--- config.mk ---
export PLATFORM = sky130hd
export DESIGN_NAME = mmio_arbiter
export DESIGN_NICKNAME = d
export VERILOG_FILES = /design/src/rtl/mmio_arbiter.sv
export SDC_FILE = /design/constraint.sdc
export NUM_CORES = 1
export LEC_CHECK = 0
export BUFFER_PORTS_ARGS = -buffer_cell sky130_fd_sc_hd__buf_2
export CORE_MARGIN = 3
export CORE_UTILIZATION = 51
export CTS_CLUSTER_SIZE = 10
export DETAILED_ROUTE_END_ITERATION = 12
export GPL_TIMING_DRIVEN = 0
export MAX_ROUTING_LAYER = met4
export PLACE_DENSITY = 0.86
export SLEW_MARGIN = 20
export SYNTH_ARGS = -nofsm -noshare
export SYNTH_HDL_FRONTEND = slang
export SYNTH_SLANG_ARGS = --single-unit
--- constraint.sdc ---
create_clock -name clk -period 7.18 [get_ports clk]
set_input_delay 0.359 -clock clk [delete_from_list [all_inputs] [get_ports clk]]
set_output_delay 0.359 -clock clk [all_outputs]
set_load 0.005 [all_outputs]
--- src/rtl/mmio_arbiter.sv ---
//------------------------------------------------------------------------------
// Module      : mmio_arbiter
// Description : Round-robin arbiter and access sequencer that shares one
//               data-memory / memory-mapped I/O port between the CPU
//               load/store unit and a debug loader. Writes to HEX_ADDR land
//               in the hex-display register; every other address goes to
//               data memory. Reads return after the memory's fixed latency.
// Revision    : 1.0 - initial release
//------------------------------------------------------------------------------
`default_nettype none
`timescale 1ns/1ps

module mmio_arbiter #(
    parameter int                ADDR_W   = 10,
    parameter int                DATA_W   = 32,
    parameter logic [ADDR_W-1:0] HEX_ADDR = 10'h3FF,
    parameter int                RD_LAT   = 1
) (
    input  logic              clk,
    input  logic              reset,

    // CPU load/store requester
    input  logic              cpu_req,
    input  logic              cpu_wr_ena,
    input  logic [ADDR_W-1:0] cpu_addr,
    input  logic [DATA_W-1:0] cpu_wdata,
    output logic              cpu_gnt,
    output logic              cpu_done,
    output logic [DATA_W-1:0] cpu_rdata,

    // Debug loader requester
    input  logic              dbg_req,
    input  logic              dbg_wr_ena,
    input  logic [ADDR_W-1:0] dbg_addr,
    input  logic [DATA_W-1:0] dbg_wdata,
    output logic              dbg_gnt,
    output logic              dbg_done,
    output logic [DATA_W-1:0] dbg_rdata,

    // Shared data-memory port
    output logic [ADDR_W-1:0] mem_addr,
    output logic              mem_wr_ena,
    output logic [DATA_W-1:0] mem_wr_data,
    input  logic [DATA_W-1:0] mem_rd_data,

    // Hex-display register
    output logic [DATA_W-1:0] hex_display
);

    // Wait counter only ever holds RD_LAT-1, i.e. 0..3.
    localparam int CNT_W = 2;

    // Owner / priority-pointer encoding.
    localparam logic OWN_CPU = 1'b0;
    localparam logic OWN_DBG = 1'b1;

    // An out-of-range latency would overflow the wait counter.
    if (RD_LAT < 1 || RD_LAT > 4) begin : g_rd_lat_range
        $error("mmio_arbiter: RD_LAT must be in 1..4");
    end

    typedef enum logic [1:0] {
        S_IDLE   = 2'd0,
        S_ACCESS = 2'd1,
        S_WAIT   = 2'd2,
        S_DONE   = 2'd3
    } state_t;

    state_t              r_state;
    logic                r_ptr;       // port that wins when both request
    logic                r_owner;     // port owning the current transaction
    logic                r_wr;        // latched write enable
    logic [ADDR_W-1:0]   r_addr;      // latched address
    logic [DATA_W-1:0]   r_wdata;     // latched write data
    logic [CNT_W-1:0]    r_cnt;       // remaining read-latency cycles

    logic                r_cpu_gnt;
    logic                r_dbg_gnt;
    logic                r_cpu_done;
    logic                r_dbg_done;
    logic [DATA_W-1:0]   r_cpu_rdata;
    logic [DATA_W-1:0]   r_dbg_rdata;
    logic [ADDR_W-1:0]   r_mem_addr;
    logic                r_mem_wr_ena;
    logic [DATA_W-1:0]   r_mem_wr_data;
    logic [DATA_W-1:0]   r_hex;

    // Arbitration: a lone requester wins, otherwise the pointer decides.
    logic                w_any_req;
    logic                w_pick_dbg;
    logic                w_win_wr;
    logic [ADDR_W-1:0]   w_win_addr;
    logic [DATA_W-1:0]   w_win_wdata;
    logic                w_win_hex;
    logic                w_win_mem_wr;

    assign w_any_req    = cpu_req | dbg_req;
    assign w_pick_dbg   = dbg_req & (~cpu_req | (r_ptr == OWN_DBG));
    assign w_win_wr     = w_pick_dbg ? dbg_wr_ena : cpu_wr_ena;
    assign w_win_addr   = w_pick_dbg ? dbg_addr   : cpu_addr;
    assign w_win_wdata  = w_pick_dbg ? dbg_wdata  : cpu_wdata;
    assign w_win_hex    = (w_win_addr == HEX_ADDR);
    assign w_win_mem_wr = w_win_wr & ~w_win_hex;

    // Decode of the latched transaction.
    logic                w_lat_hex;
    logic                w_enter_done;
    logic                w_capture;
    logic [DATA_W-1:0]   w_cap_val;

    assign w_lat_hex    = (r_addr == HEX_ADDR);
    // ACCESS finishes writes and hex reads; WAIT finishes memory reads.
    assign w_enter_done = ((r_state == S_ACCESS) && (r_wr || w_lat_hex)) ||
                          ((r_state == S_WAIT)   && (r_cnt == '0));
    assign w_capture    = w_enter_done & ~r_wr;
    // Hex reads return the display register; memory reads the memory bus.
    assign w_cap_val    = (r_state == S_ACCESS) ? r_hex : mem_rd_data;

    // Sequencer FSM with registered grant, done and memory-port outputs.
    always_ff @(posedge clk or posedge reset) begin
        if (reset) begin
            r_state       <= S_IDLE;
            r_ptr         <= OWN_CPU;
            r_owner       <= OWN_CPU;
            r_wr          <= 1'b0;
            r_addr        <= '0;
            r_wdata       <= '0;
            r_cnt         <= '0;
            r_cpu_gnt     <= 1'b0;
            r_dbg_gnt     <= 1'b0;
            r_cpu_done    <= 1'b0;
            r_dbg_done    <= 1'b0;
            r_cpu_rdata   <= '0;
            r_dbg_rdata   <= '0;
            r_mem_addr    <= '0;
            r_mem_wr_ena  <= 1'b0;
            r_mem_wr_data <= '0;
            r_hex         <= '0;
        end else begin
            case (r_state)
                S_IDLE: begin
                    if (w_any_req) begin
                        r_owner       <= w_pick_dbg;
                        r_wr          <= w_win_wr;
                        r_addr        <= w_win_addr;
                        r_wdata       <= w_win_wdata;
                        r_cpu_gnt     <= ~w_pick_dbg;
                        r_dbg_gnt     <= w_pick_dbg;
                        // Hex accesses are kept off the memory bus entirely.
                        r_mem_addr    <= w_win_hex ? '0 : w_win_addr;
                        r_mem_wr_ena  <= w_win_mem_wr;
                        r_mem_wr_data <= w_win_mem_wr ? w_win_wdata : '0;
                        r_state       <= S_ACCESS;
                    end
                end

                S_ACCESS: begin
                    if (r_wr) begin
                        if (w_lat_hex) begin
                            r_hex <= r_wdata;
                        end
                        r_state <= S_DONE;
                    end else if (w_lat_hex) begin
                        r_state <= S_DONE;
                    end else begin
                        // RD_LAT==1 still passes through one WAIT cycle at
                        // count 0, which is where the data is captured.
                        r_cnt   <= CNT_W'(RD_LAT - 1);
                        r_state <= S_WAIT;
                    end
                end

                S_WAIT: begin
                    if (r_cnt == '0) begin
                        r_state <= S_DONE;
                    end else begin
                        r_cnt <= r_cnt - 1'b1;
                    end
                end

                S_DONE: begin
                    r_cpu_done <= 1'b0;
                    r_dbg_done <= 1'b0;
                    r_cpu_gnt  <= 1'b0;
                    r_dbg_gnt  <= 1'b0;
                    r_state    <= S_IDLE;
                end

                default: begin
                    r_state <= S_IDLE;
                end
            endcase

            // Common work on the edge that enters DONE: pulse done, hand
            // priority to the other port, release the memory bus.
            if (w_enter_done) begin
                r_cpu_done    <= (r_owner == OWN_CPU);
                r_dbg_done    <= (r_owner == OWN_DBG);
                r_ptr         <= ~r_owner;
                r_mem_addr    <= '0;
                r_mem_wr_ena  <= 1'b0;
                r_mem_wr_data <= '0;
            end

            // Read data lands only in the owner's register; the other holds.
            if (w_capture) begin
                if (r_owner == OWN_DBG) begin
                    r_dbg_rdata <= w_cap_val;
                end else begin
                    r_cpu_rdata <= w_cap_val;
                end
            end
        end
    end

    assign cpu_gnt     = r_cpu_gnt;
    assign dbg_gnt     = r_dbg_gnt;
    assign cpu_done    = r_cpu_done;
    assign dbg_done    = r_dbg_done;
    assign cpu_rdata   = r_cpu_rdata;
    assign dbg_rdata   = r_dbg_rdata;
    assign mem_addr    = r_mem_addr;
    assign mem_wr_ena  = r_mem_wr_ena;
    assign mem_wr_data = r_mem_wr_data;
    assign hex_display = r_hex;

endmodule

`default_nettype wire

-- Yosys cells after proc, flatten, opt, wreduce, memory -nomap -nowiden
Cells that the tools add are included.
- $add $sub $neg: 1
- equality and inequality tests: 10
- muxes and demuxes: 31
- bitwise logic cells: 10
- reductions and logical operators: 19
- operators with widths (kind ; count):
    2-to-1 mux 32 bit ; 6
    2-to-1 mux 10 bit ; 5
    equality test 10 bit (second input constant) ; 2
    AND reduction 2 bit ; 6
    2-to-1 mux 1 bit ; 11
    2-to-1 mux 2 bit ; 5
    nonzero test 2 bit ; 5
    != test 2 bit (second input constant) ; 4
    case mux 2 bit (4 select lines) ; 1
    inverter 1 bit ; 5
    equality test 2 bit (second input constant) ; 2
    logical NOT 2 bit ; 2
    case mux 1 bit (2 select lines) ; 2
    case mux 2 bit (2 select lines) ; 1
    AND reduction 4 bit ; 1
    AND 1 bit ; 3
    AND reduction 3 bit ; 1
    equality test 2 x 1 -> 1 bit (second input constant) ; 1
    logical AND 1 bit ; 2
    logical OR 1 bit ; 2
    != test 2 x 1 -> 1 bit (second input constant) ; 1
    OR 1 bit ; 2
    subtractor 2 x 1 -> 2 bit (second input constant) ; 1
- flip-flop bits (word level): 192
- input port bits: 122
- output and inout port bits: 143

-- Depth between registers and ports, before layout
- depth in word-level cells: 11
- depth in mapped cells: 9
- mapped depth without buffers: 7

-- Least setup slack after synthesis
No wires, ideal clock.
- kind: register to register
- from: register r_state[1]
- to: register r_dbg_rdata[0], in the netlist dbg_rdata[0]
- setup time: 127 ps
- arrival: 1875 ps
- setup slack: 5177 ps
- cell stages (with the launch flop): 10
- path buffers: 2
- clock period less this slack: 2003 ps
- path through: dfrtp_1 inv_1 ha_1 buf_4 nand3_2 o31ai_4 nand2_1 nor2_4 buf_6 mux2_1
- longest elaborated chain between the ends: 5
- elaborated cells on any way between the ends: 8
- classes of those cells: eq/ne (2); mux (1); bitwise (1); reduce/logical (4)
- RTL lines (item ; RTL line ; text):
    from (decl) ; 69 ; state_t r_state;
    from (signal assigned) ; 122 ; r_state <= S_IDLE;
    from (signal assigned) ; 153 ; r_state <= S_ACCESS;
    from (signal assigned) ; 162 ; r_state <= S_DONE;
    equality test 2 x 1 -> 1 bit / equality test 2 bit (equally long branches) ; 113, 117, 114 ;
    logical AND 1 bit (on tied branches) ; 113, 114 ;
    logical OR 1 bit ; 113 ; assign w_enter_done = ((r_state == S_ACCESS) && (r_wr || w_lat_hex)) ||
    AND 1 bit ; 115 ; assign w_capture = w_enter_done & ~r_wr;
    AND reduction 2 bit (no source line) ; n/a ;
    to (signal assigned) ; 208 ; r_dbg_rdata <= w_cap_val;
    to (decl) ; 82 ; logic [DATA_W-1:0] r_dbg_rdata;
Several ways; a longest one is shown, not always the timed one.
A chain may end at the register's enable or synchronous reset.

-- Worst setup path after layout
- from: register r_state[1]
- to: register r_cpu_rdata[18], in the netlist cpu_rdata[18]
- longest elaborated chain between the ends: 5
- elaborated cells on any way between the ends: 8
- classes of those cells: eq/ne (2); mux (1); bitwise (1); reduce/logical (4)
- RTL lines (item ; RTL line ; text):
    equality test 2 x 1 -> 1 bit / equality test 2 bit (equally long branches) ; 113, 117, 114 ;
    logical AND 1 bit (on tied branches) ; 113, 114 ;
    logical OR 1 bit ; 113 ;
    AND 1 bit ; 115 ;
    AND reduction 2 bit (no source line) ; n/a ;
    to (signal assigned) ; 210 ; r_cpu_rdata <= w_cap_val;
    to (decl) ; 81 ; logic [DATA_W-1:0] r_cpu_rdata;
Several ways; a longest one is shown, not always the timed one.

==> flow_summary.ini <==
[global_routing]
overflow = 0
grt_pass1_vias = 6424
grt_busiest_layer = met2
gr-usage-met2_pct = 41.3
grt_max_degree = 101
grt_util_met1_pct = 33.0
use_met3_pct = 4.54
track_usage_pct = 25.2
antenna_found_initial = 0
grt_pass1_wl_um = 34300

[power]
vdd_drop_max_uv = 182
p_total_mw = 4.17
power.internal_mw = 2.75
power.share.switching_pct = 34.1
p_per_area_mw_per_mm2 = 393
power.combinational.fraction_pct = 36.8
p_sw_mw = 1.42
seqPwrFrac_pct = 41.1
p_clk_share_pct = 22.1
leakage_nw = 5.36

[timing]
clock_skew_ps = 8.59
worst-slew-pin-transition_ps = 789
hold_viol = 0
timing.fmax_ghz = 0.404
period_share_pct = 34.5
setup_slack_ps = 4700
finalSetupViolations = 0
max_slew_margin_pct = 47.4
hold_slack_ps = 34.7
period_needed_ps = 2480
rsz0062_at_grt = no
final-max-slew-violation-count = 0

[clock_tree]
cts_hold_buf = 0
cts_tree = built
cts_max_path_buffers = 2
cts-resized-gates = 0
cts_setup_buffers = 0
insertion_delay_ps = 420
clock_sinks = 192
root_buffer = clkbuf_16
htreeDepth = 4
numCtsBuffers = 17
cts.clk_slew.worst_paths_ps = 70

[synthesis]
ys_seq_area_share_pct = 57.1
netlist_area_mm2 = 0.00841
synthDistinctLibCells = 38
synth_most_common_cell = dfrtp_1
ys_async_sr_fraction_pct = 100
syn_nets = 750
ys_ff_latch = 192
synth-edff-count = 0
synthCells = 623
synth_commonest_cells = dfrtp_1, mux2_2, nor2_1
yosys.area.top_type = dfrtp_1
yosysWarnings = 0
ys.flop_type = dfrtp_1
synthTopCellsByArea = dfrtp_1, mux2_2, mux2_1, a32oi_1, nor2_1
yosysTopAreaCellShare_pct = 57.1
syn_area_per_cell_um2 = 13.5

[setup_path]
path_class = register to register
cp_max_fo = 10
startpoint_type = register
worstPathArrival_ps = 2790
worstPathRequired_ps = 7490
crit_path_start = r_state[1]
timing.rr.start = r_state[1]
crit_path_end_kind = register
worstRegToRegCells = 8

[placement]
gp_congestion = 0.805
port_buffers = 263
place_inst = 1103
dp_slack_ps = 4700
dp_hpwl_um = 16300

[routing]
first_pass_iters = 6
wirelength_um = 22000
via_per_inst = 5.50
drc_errors = 0
first_iter_violations = 270
antenna_left = 0
wire_per_inst_um = 19.4
vias = 6238

[finish]
ff_latch_area_mm2 = 0.00480
fin_cells = 1134
multi_input_area_mm2 = 0.00336
num-nets-final = 1033
drive_gt1_share_pct = 52.8
num-fill-cells = 1259
antenna_cells = 0
syn2layout_area_growth_pct = 26.0

[outcome]
status = finished, final reports clean

[floorplan]
die_h_um = 134
die_width_um = 134
core_area_mm2 = 0.0160
io_pins = 265
fp.dieArea_mm2 = 0.0181
num_rows = 46
initial_core_util_pct = 52.6

[job]
maxCapViolations = 0

[worst_hold_path]
hp-class = primary input to asynchronous set/reset pin
-- metrics by stage --
step,setup TNS [ps],instance area [µm²],utilization [%]
floorplan,0,8410,-
global placement,-70850,10000,62.5
detailed placement,0,10000,62.7
CTS,0,10600,66.3
global route,0,10600,66.3
finish,0,10600,66.3
-- state kept, by name (all words and copies together), names as in the netlist, 2 cells and up --
signal / count
cpu_rdata: 32
dbg_rdata: 32
hex_display: 32
mem_addr: 10
mem_wr_data: 32
r_addr: 10
r_cnt: 2
r_state: 2
r_wdata: 32
-- critical path, cell delays in order (launching register included) --
cell	delay, ps
dfrtp_1	390
inv_1	90
ha_1	180
buf_4	190
a22oi_1	300
o31ai_4	130
nand2_1	340
buf_2	370
mux2_2	380
-- worst paths after layout --
path,slack [ps],end
hold reg to reg,480,dbg_rdata[16]
setup / recovery,4700,cpu_rdata[18]
max in group asynchronous,6260,mem_addr[7]
min in group clk,260,r_addr[3]
hold / removal,30,hex_display[9]
setup reg to reg,4700,cpu_rdata[18]
-- layer usage --
metal / vias up / part of all wire [%]
li1: 2844 / -
met4: 0 / 1.3
met5: - / 0
met1: 3127 / 43
met3: 29 / 5.6
met2: 238 / 50
-- cell type report --
type                            count  share of cell area (%)
Inverter                            6                   0.283
Multi-Input combinational cell    383                    31.7
Clock inverter                     12                    1.18
Sequential cell                   192                    45.3
Clock buffer                       19                    4.18
Buffer                             42                    2.08
Timing Repair Buffer              264                    12.7
Tap cell                          216                    2.55
-- cells by family after synthesis --
kind of cell / share of synthesized area (%)
buf+inv: 2.89
compound gates: 7.02
fa+ha+maj: 0.744
simple gates: 5.22
mux: 27.0
flops: 57.1
-- layout by cell type, fill, tap and decap left out, types with 2 or more instances in the layout --
cell type     n
buf_4         5
buf_2       279
a21o_1        2
or3_1        10
nand2_1      29
o21ai_0      16
clkinvlp_4    4
nand3_1       3
inv_1         5
nand2b_1      2
inv_8         4
mux2i_1      11
a22o_1        3
clkbuf_16    17
a22oi_1       2
a32oi_1      32
inv_6         3
nand4_1       6
dfrtp_1     192
clkbuf_1     17
ha_1          5
nor2_1       39
a32o_1        2
mux2_1       32
o311ai_0      2
mux2_2      160
a21oi_1      14
buf_6         3
and2_1        2
-- power groups by stage --
stage / combinational [mW] / clock (mW) / sequential [mW]
final: 1.54 / 0.921 / 1.71
after global routing: 1.69 / 0.976 / 1.76
after CTS: 1.55 / 0.935 / 1.71
after detailed placement: 1.54 / 0 / 1.72
after global placement: 1.49 / 0 / 1.71
after floorplan: 0.923 / 0 / 1.71
Note: power is estimated with default switching activity, not from simulation.
